## config.mk

```make
export PLATFORM = sky130hd
export DESIGN_NAME = gps_uart_rx
export DESIGN_NICKNAME = d
export VERILOG_FILES = /design/src/rtl/gps_uart_rx_pkg.sv /design/src/rtl/gps_uart_rx_sync_2ff.sv /design/src/rtl/gps_uart_rx.sv
export SDC_FILE = /design/constraint.sdc
export NUM_CORES = 1
export LEC_CHECK = 0
export BUFFER_PORTS_ARGS = -buffer_cell sky130_fd_sc_hd__buf_4
export CORE_ASPECT_RATIO = 0.5
export CORE_MARGIN = 1
export CORE_UTILIZATION = 30
export CTS_CLUSTER_DIAMETER = 40
export DETAILED_ROUTE_END_ITERATION = 8
export GPL_ROUTABILITY_DRIVEN = 0
export PLACE_DENSITY = 0.54
export SYNTH_ARGS = -nofsm -noshare
export SYNTH_HDL_FRONTEND = slang
export SYNTH_SLANG_ARGS = --single-unit
```

## constraint.sdc

```tcl
create_clock -name clock -period 2.4 [get_ports clock]
set_input_delay 0.36 -clock clock [delete_from_list [all_inputs] [get_ports clock]]
set_output_delay 0.36 -clock clock [all_outputs]
set_load 0.01 [all_outputs]
```

## src/rtl/gps_uart_rx_pkg.sv

```systemverilog
// gps_uart_rx_pkg: shared constants for the GPS serial receive path.
package gps_uart_rx_pkg;
  localparam int BYTE_W = 8;
  localparam int CLKS_PER_BIT_DEFAULT = 5208;
  localparam logic IDLE_LEVEL = 1'b1;
  localparam logic [2:0] S_IDLE      = 3'd0;
  localparam logic [2:0] S_START     = 3'd1;
  localparam logic [2:0] S_DATA      = 3'd2;
  localparam logic [2:0] S_STOP      = 3'd3;
  localparam logic [2:0] S_WAIT_IDLE = 3'd4;
endpackage

```

## src/rtl/gps_uart_rx_sync_2ff.sv

```systemverilog
// sync_2ff: two-flop synchroniser with a configurable reset level.
module sync_2ff #(
  parameter logic RESET_VALUE = 1'b1
) (
  input  logic clock,
  input  logic reset,
  input  logic d,
  output logic q
);
  logic meta;
  always_ff @(posedge clock) begin
    if (reset) begin
      meta <= RESET_VALUE;
      q    <= RESET_VALUE;
    end else begin
      meta <= d;
      q    <= meta;
    end
  end
endmodule

```

## src/rtl/gps_uart_rx.sv

```systemverilog
// gps_uart_rx: 8N1 serial byte receiver feeding GpsReceiver with data plus a load strobe.
module gps_uart_rx
  import gps_uart_rx_pkg::*;
#(
  parameter int B = BYTE_W,
  parameter int CLKS_PER_BIT = CLKS_PER_BIT_DEFAULT
) (
  input  logic         clock,
  input  logic         reset,
  input  logic         rxd,
  output logic [B-1:0] data,
  output logic         load,
  output logic         frame_error,
  output logic         busy
);
  localparam int CW = $clog2(CLKS_PER_BIT);
  localparam int BW = (B > 1) ? $clog2(B) : 1;
  localparam logic [CW-1:0] HALF_M1 = CW'(CLKS_PER_BIT / 2 - 1);
  localparam logic [CW-1:0] LAST = CW'(CLKS_PER_BIT - 1);
  localparam logic [BW-1:0] LAST_BIT = BW'(B - 1);
  logic          rx_s;
  logic [2:0]    state;
  logic [CW-1:0] cnt;
  logic [BW-1:0] bit_cnt;
  logic [B-1:0]  shift;
  sync_2ff #(.RESET_VALUE(IDLE_LEVEL)) u_sync (
    .clock(clock),
    .reset(reset),
    .d    (rxd),
    .q    (rx_s)
  );
  assign busy = state != S_IDLE;
  // Counter restarts at every sample so each wait is measured from the previous sample point.
  always_ff @(posedge clock) begin
    if (reset) begin
      state       <= S_IDLE;
      cnt         <= '0;
      bit_cnt     <= '0;
      shift       <= '0;
      data        <= '0;
      load        <= 1'b0;
      frame_error <= 1'b0;
    end else begin
      load        <= 1'b0;
      frame_error <= 1'b0;
      cnt         <= cnt + 1'b1;
      case (state)
        S_IDLE: begin
          cnt     <= '0;
          bit_cnt <= '0;
          if (rx_s != IDLE_LEVEL) state <= S_START;
        end
        S_START: if (cnt == HALF_M1) begin
          cnt   <= '0;
          state <= (rx_s == IDLE_LEVEL) ? S_IDLE : S_DATA;
        end
        S_DATA: if (cnt == LAST) begin
          cnt     <= '0;
          shift   <= {rx_s, shift[B-1:1]};
          bit_cnt <= bit_cnt + 1'b1;
          if (bit_cnt == LAST_BIT) state <= S_STOP;
        end
        // Leaving mid stop bit lets a start edge right after the stop bit be caught.
        S_STOP: if (cnt == LAST) begin
          cnt <= '0;
          if (rx_s == IDLE_LEVEL) begin
            data  <= shift;
            load  <= 1'b1;
            state <= S_IDLE;
          end else begin
            frame_error <= 1'b1;
            state       <= S_WAIT_IDLE;
          end
        end
        S_WAIT_IDLE: begin
          cnt <= '0;
          if (rx_s == IDLE_LEVEL) state <= S_IDLE;
        end
        default: state <= S_IDLE;
      endcase
    end
  end
endmodule

```

# --- Yosys cells after proc, flatten, opt, wreduce, memory -nomap -nowiden ---
# Index checks and enable logic that the tools add are counted.
totals:
  input_bits: 3
  reg_bits: 39
  output_inout_bits: 11
  elab_cells: 52
classes:
  eq_ne: 13
  bitwise_logic: 2
  add_sub_neg: 2
  mux: 16
  n_reduce_logical: 10
op_table:
  columns: ["operator", "count"]
  rows:
  - ["one-hot mux 13 bit (3 select lines)", 1]
  - ["two-way mux 13 bit", 2]
  - ["two-way mux 3 bit", 8]
  - ["one-hot mux 3 bit (5 select lines)", 1]
  - ["adder 13 x 1 -> 13 bit, second input constant", 1]
  - ["== test 13 x 12 -> 1 bit, second input constant", 1]
  - ["== test 13 bit, second input constant", 1]
  - ["inequality test 2 bit, second input constant", 5]
  - ["== test 3 x 2 -> 1 bit, second input constant", 2]
  - ["== test 3 bit, second input constant", 2]
  - ["one-hot mux 3 bit (2 select lines)", 1]
  - ["AND reduction 6 bit", 1]
  - ["AND reduction 2 bit", 2]
  - ["OR reduction 2 bit", 2]
  - ["adder 3 x 1 -> 3 bit, second input constant", 1]
  - ["== test 3 x 1 -> 1 bit, second input constant", 1]
  - ["logical NOT 3 bit", 1]
  - ["AND reduction 3 bit", 1]
  - ["nonzero test 3 bit", 1]
  - ["OR reduction 3 bit", 1]
  - ["two-way mux 1 bit", 2]
  - ["two-way mux 2 bit", 1]
  - ["inequality test 2 x 1 -> 1 bit, second input constant", 1]
  - ["NOT 1 bit", 2]
  - ["nonzero test 2 bit", 1]

# --- Depth between registers and ports, before layout ---
depth:
  word_depth: 4
  ltp_mapped: 6
  depth_no_buf: 6

# --- Cells and area by module ---
# Synthesis repeated with hierarchy kept, for this count alone.
unflattened:
  hier_cells: 202
  hier_area_um2: 1727.9
by_module_without_submodules:
  columns: ["mod", "n_inst", "cells_per_inst", "area_each_um2", "seq_area_each_um2"]
  rows:
  - ["gps_uart_rx", 1, 198, 1675.4, 740.7]
  - ["sync_2ff", 1, 4, 52.6, 40.0]

# --- Worst setup path before layout ---
# Ideal clock, no wire load.
synth_timing:
  path_kind: "register to register"
  from: "register cnt[0]"
  to: "register cnt[2]"
  synth_period_minus_slack_ns: 1.769
  path_stages_with_launch: 7
  arrival_ns: 1.654
  required_time_ns: 2.285
  slack_ns: 0.631
  path_buffers: 1
  setup_ns: 0.115
  path_cell_list: "dfxtp_1 > ha_1 > nor4b_4 > nand3_4 > a221oi_2 > buf_6 > nor2_1"
synth_between:
  elab_chain_cells: 3
  word_cells_on_any_way: 6
  cone_classes: "add/sub (1); eq/ne (2); mux (3)"
synth_lines:
  columns: ["item", "line", "text"]
  rows:
  - ["from (decl)", "gps_uart_rx.sv:23", "logic [CW-1:0] cnt;"]
  - ["from (signal assigned)", "gps_uart_rx.sv:46", "cnt <= cnt + 1'b1;"]
  - ["adder 13 x 1 -> 13 bit, or another cell as far along", "gps_uart_rx.sv:46", null]
  - ["two-way mux 13 bit (on tied branches)", "gps_uart_rx.sv:57, gps_uart_rx.sv:64, gps_uart_rx.sv:53", null]
  - ["one-hot mux 13 bit (3 select lines) (*)", "gps_uart_rx.sv:47", "case (state)"]
# Every way passes the cells marked *; elsewhere a longest branch is shown, timed or not.
# A chain may end at the register's enable or synchronous reset.

# --- Worst setup path in the final report ---
layout_timing:
  from: "register cnt[0]"
  to: "register data[0]"
layout_between:
  elab_chain_cells: 2
layout_lines:
  columns: ["item", "line", "text"]
  rows:
  - ["== test 13 bit", "gps_uart_rx.sv:64", "S_STOP: if (cnt == LAST) begin"]
  - ["AND reduction 3 bit (no line)", null, null]
  - ["to (signal assigned)", "gps_uart_rx.sv:67", "data <= shift;"]
  - ["to (decl)", "gps_uart_rx.sv:11", "output logic [B-1:0] data,"]
# Every way passes these cells.

==> impl_summary.log <==
[metrics] status: complete, no violations
[metrics] Post-synth EDFFs: 0
[metrics] Setup TNS: 0 ps
[metrics] instance count of the mapped netlist: ~170
[metrics] hold-critical path depth: 2
[metrics] Relative slew margins: 0.676
[metrics] nets in the synthesized netlist: 179
[metrics] total power per unit cell area: 659 nW/µm²
[metrics] half-perimeter wire length of the detailed placement result: 2090 µm
[metrics] final hold slack: 269 ps
[metrics] sequential share of the synthesized area: 0.461
[metrics] count of final max-slew check failures: 0
[metrics] DRC violations left: 0
[metrics] Detail Route Antenna Nets: 0
[metrics] area grow syn2layout: 16.9%
[metrics] post-DR wirelength/cell: 12.2 µm
[metrics] TritonCTS sink count: 39
[metrics] overall die height: 55.1 µm
[metrics] Hold Vio Cnt, Final: 0
[metrics] clock latency at the later pin of the worst-skew pair: 270 ps
[metrics] Initial DRT Pass Iterations: 4
[metrics] leading cell types by count after synthesis: dfxtp_1 (39), nor2_1 (35), mux2i_1 (16)
[metrics] core utilization of the finished layout: 0.382
[metrics] floorplan die area: 5970 µm²
[metrics] buffers from clock root to sink, at most: 2
[metrics] Worst Tran Pin Value: between 400 and 500 ps
[metrics] vias per cell: 4.93
[metrics] routed wire length: 3130 µm
[metrics] category of the worst setup path capture point: flop
[metrics] worst path arrival time: 2080 ps
[metrics] unrepaired setup endpoints after global routing: false
[metrics] CP Launch Type: flop
[metrics] number of gates given a new drive strength after cts: 0
[metrics] category of the most critical setup path: reg2reg
[metrics] number of max-capacitance violations reported: 0
[metrics] Hold Buf Count CTS: 0
[metrics] antenna violations before repair: 0
[metrics] Yosys Warn Count: 0
[metrics] overall die width: roughly 110 µm
[metrics] flop and latch count out of synthesis: 39
[metrics] number of global-route vias before repair: 1,082
[metrics] Port Buf Inserts: 13
[metrics] global-route wire length before repair: 5170 µm
[metrics] number of DRC violations after detailed-routing iteration 0: between 70 and 80
[metrics] GRT overflow: 0
[metrics] Nets: roughly 190
[metrics] TritonCTS clock tree: yes
[metrics] worst setup slack after placement: 462 ps
[metrics] Cell Count Post-Placement: 249
[metrics] proportion of register bits with asynchronous set or reset after synthesis: 0
[metrics] most used flip-flop cell after synthesis: dfxtp_1
[metrics] Avg Cell Area, Syn: 9.79 µm²
[metrics] maximum number of pins on one net before global-route repair: 26
[metrics] CTS root buffer: clkbuf_16
[metrics] Synth top area share: 0.461
[metrics] placeable core region: 5180 µm²
[metrics] clock input transition at the sequential cells of the worst setup and hold paths: 50 ps
[metrics] boundary pin count: 14
[metrics] Leak Pwr: approximately 0.00085 µW
[metrics] data required time at the worst endpoint: 2550 ps
[metrics] top cells by area in the synthesized netlist: dfxtp_1 (46%), mux2i_1 (9.5%), nor2_1 (7.8%), xor2_1 (5.2%), nand4_1 (2.6%)
[metrics] post-synth design cell area: between 1500 and 2000 µm²
[metrics] post-synth cell types: 35
[metrics] min Tclk post-route: 1920 ps
[metrics] proportion of layout cells with a drive suffix above 1: 0.155
[metrics] Layout Skew: 5.46 ps
[metrics] setup violation total in the final timing report: 0
[metrics] type of the most critical hold path: in2reg
[metrics] count of antenna diodes in the layout: 0
[metrics] R2R depth: 5
[metrics] CTS buffer count: 5
[metrics] largest area contributor in the synthesized netlist: dfxtp_1
[metrics] effective utilization at floorplan: 0.327
[metrics] highest fanout seen on the critical path: 8
[metrics] number of cells in the finished layout apart from fillers: 257
[metrics] most frequent cell after synthesis: dfxtp_1
[metrics] share of the clock period used by the worst path after layout: 0.802
[metrics] worst IR drop on VDD: 0.345 mV
[metrics] std cell rows: 18
[metrics] number of filler instances in the final layout: 525
[metrics] FMAX: 0.520 GHz
[metrics] CTS HTree Levels: 2
[metrics] combined global-route utilization of all metal layers: 0.117
[metrics] total vias in the final route: 1,266
[metrics] fin worst setup slack: 475 ps
[metrics] count of buffers added by post-CTS timing repair for setup: 0
## flip-flops by register name (all words and copies together) (netlist names), 3 cells and up
| signal | cells |
|---|---|
| bit_cnt | 3 |
| cnt | 13 |
| data | 8 |
| shift | 8 |
| state | 3 |
## path summary, 6_finish.rpt
check	start	endpoint	slack [ps]
min	rxd	u_sync.meta$_SDFF_PP1_	270
max reg2reg	cnt[0]$_SDFF_PP0_	data[0]$_SDFFE_PP0P_	480
min reg2reg	u_sync.meta$_SDFF_PP1_	u_sync.q$_SDFF_PP1_	410
max	cnt[0]$_SDFF_PP0_	data[0]$_SDFFE_PP0P_	480
## metrics by stage
stage / total power, µW / cell area, µm²
after floorplan: 688 / 1690
after global placement: 697 / 1840
after detailed placement: 697 / 1840
after CTS: 1320 / 1980
after global routing: 1360 / 1980
final: 1300 / 1980
## metal layers
layer  vias up  wire [µm]  global-route usage
met5         -          0                   0
met4         0         43              0.0548
met3         5        137              0.0351
met2        27       1300               0.179
met1       588       1650               0.152
li1        646          -                   -
## critical path, cell delays in order (launching register included)
cell	delay [ps]
dfxtp_1	360
ha_1	260
nor4b_4	440
nand4_2	410
mux2i_1	270
nor2_1	60
## kinds of logic after synthesis
| logic type | Yosys count | share of synthesized area |
|---|---|---|
| compound gates | 14 | 0.0547 |
| fa+ha+maj | 3 | 0.0222 |
| buf+inv | 8 | 0.0266 |
| mux | 16 | 0.0946 |
| simple gates | 82 | 0.284 |
| flops | 39 | 0.461 |
| xor+xnor | 11 | 0.0569 |
## final cells by class
type | instances | area, µm² | share of cell area
flip-flops and latches | 39 | 781 | 0.395
clock buffers | 7 | 133 | 0.0670
multi-input cells | 126 | 867 | 0.438
clock inverters | 1 | 5.00 | 0.00253
repair buffers | 14 | 105 | 0.0531
well taps | 70 | 87.6 | 0.0443
## power by group
group	internal (µW)	total, µW	switching (µW)
logic	9.99	25.5	15.5
clock network	384	621	237
registers	651	657	5.77
total	1040	1300	258
## cells in the final DEF, fill, tap and decap left out, types with 3 or more instances in the layout
master,synthesis,final
a31oi_1,4,4
and4_1,3,3
and4b_1,3,3
buf_4,0,14
clkbuf_16,0,5
dfxtp_1,39,39
ha_1,3,3
mux2i_1,16,16
nand2_1,3,3
nand3_1,8,8
nand4_1,7,7
nor2_1,35,35
o21ai_0,4,4
or2_2,3,3
xor2_1,10,10
Power figures use the tool's default switching activity.
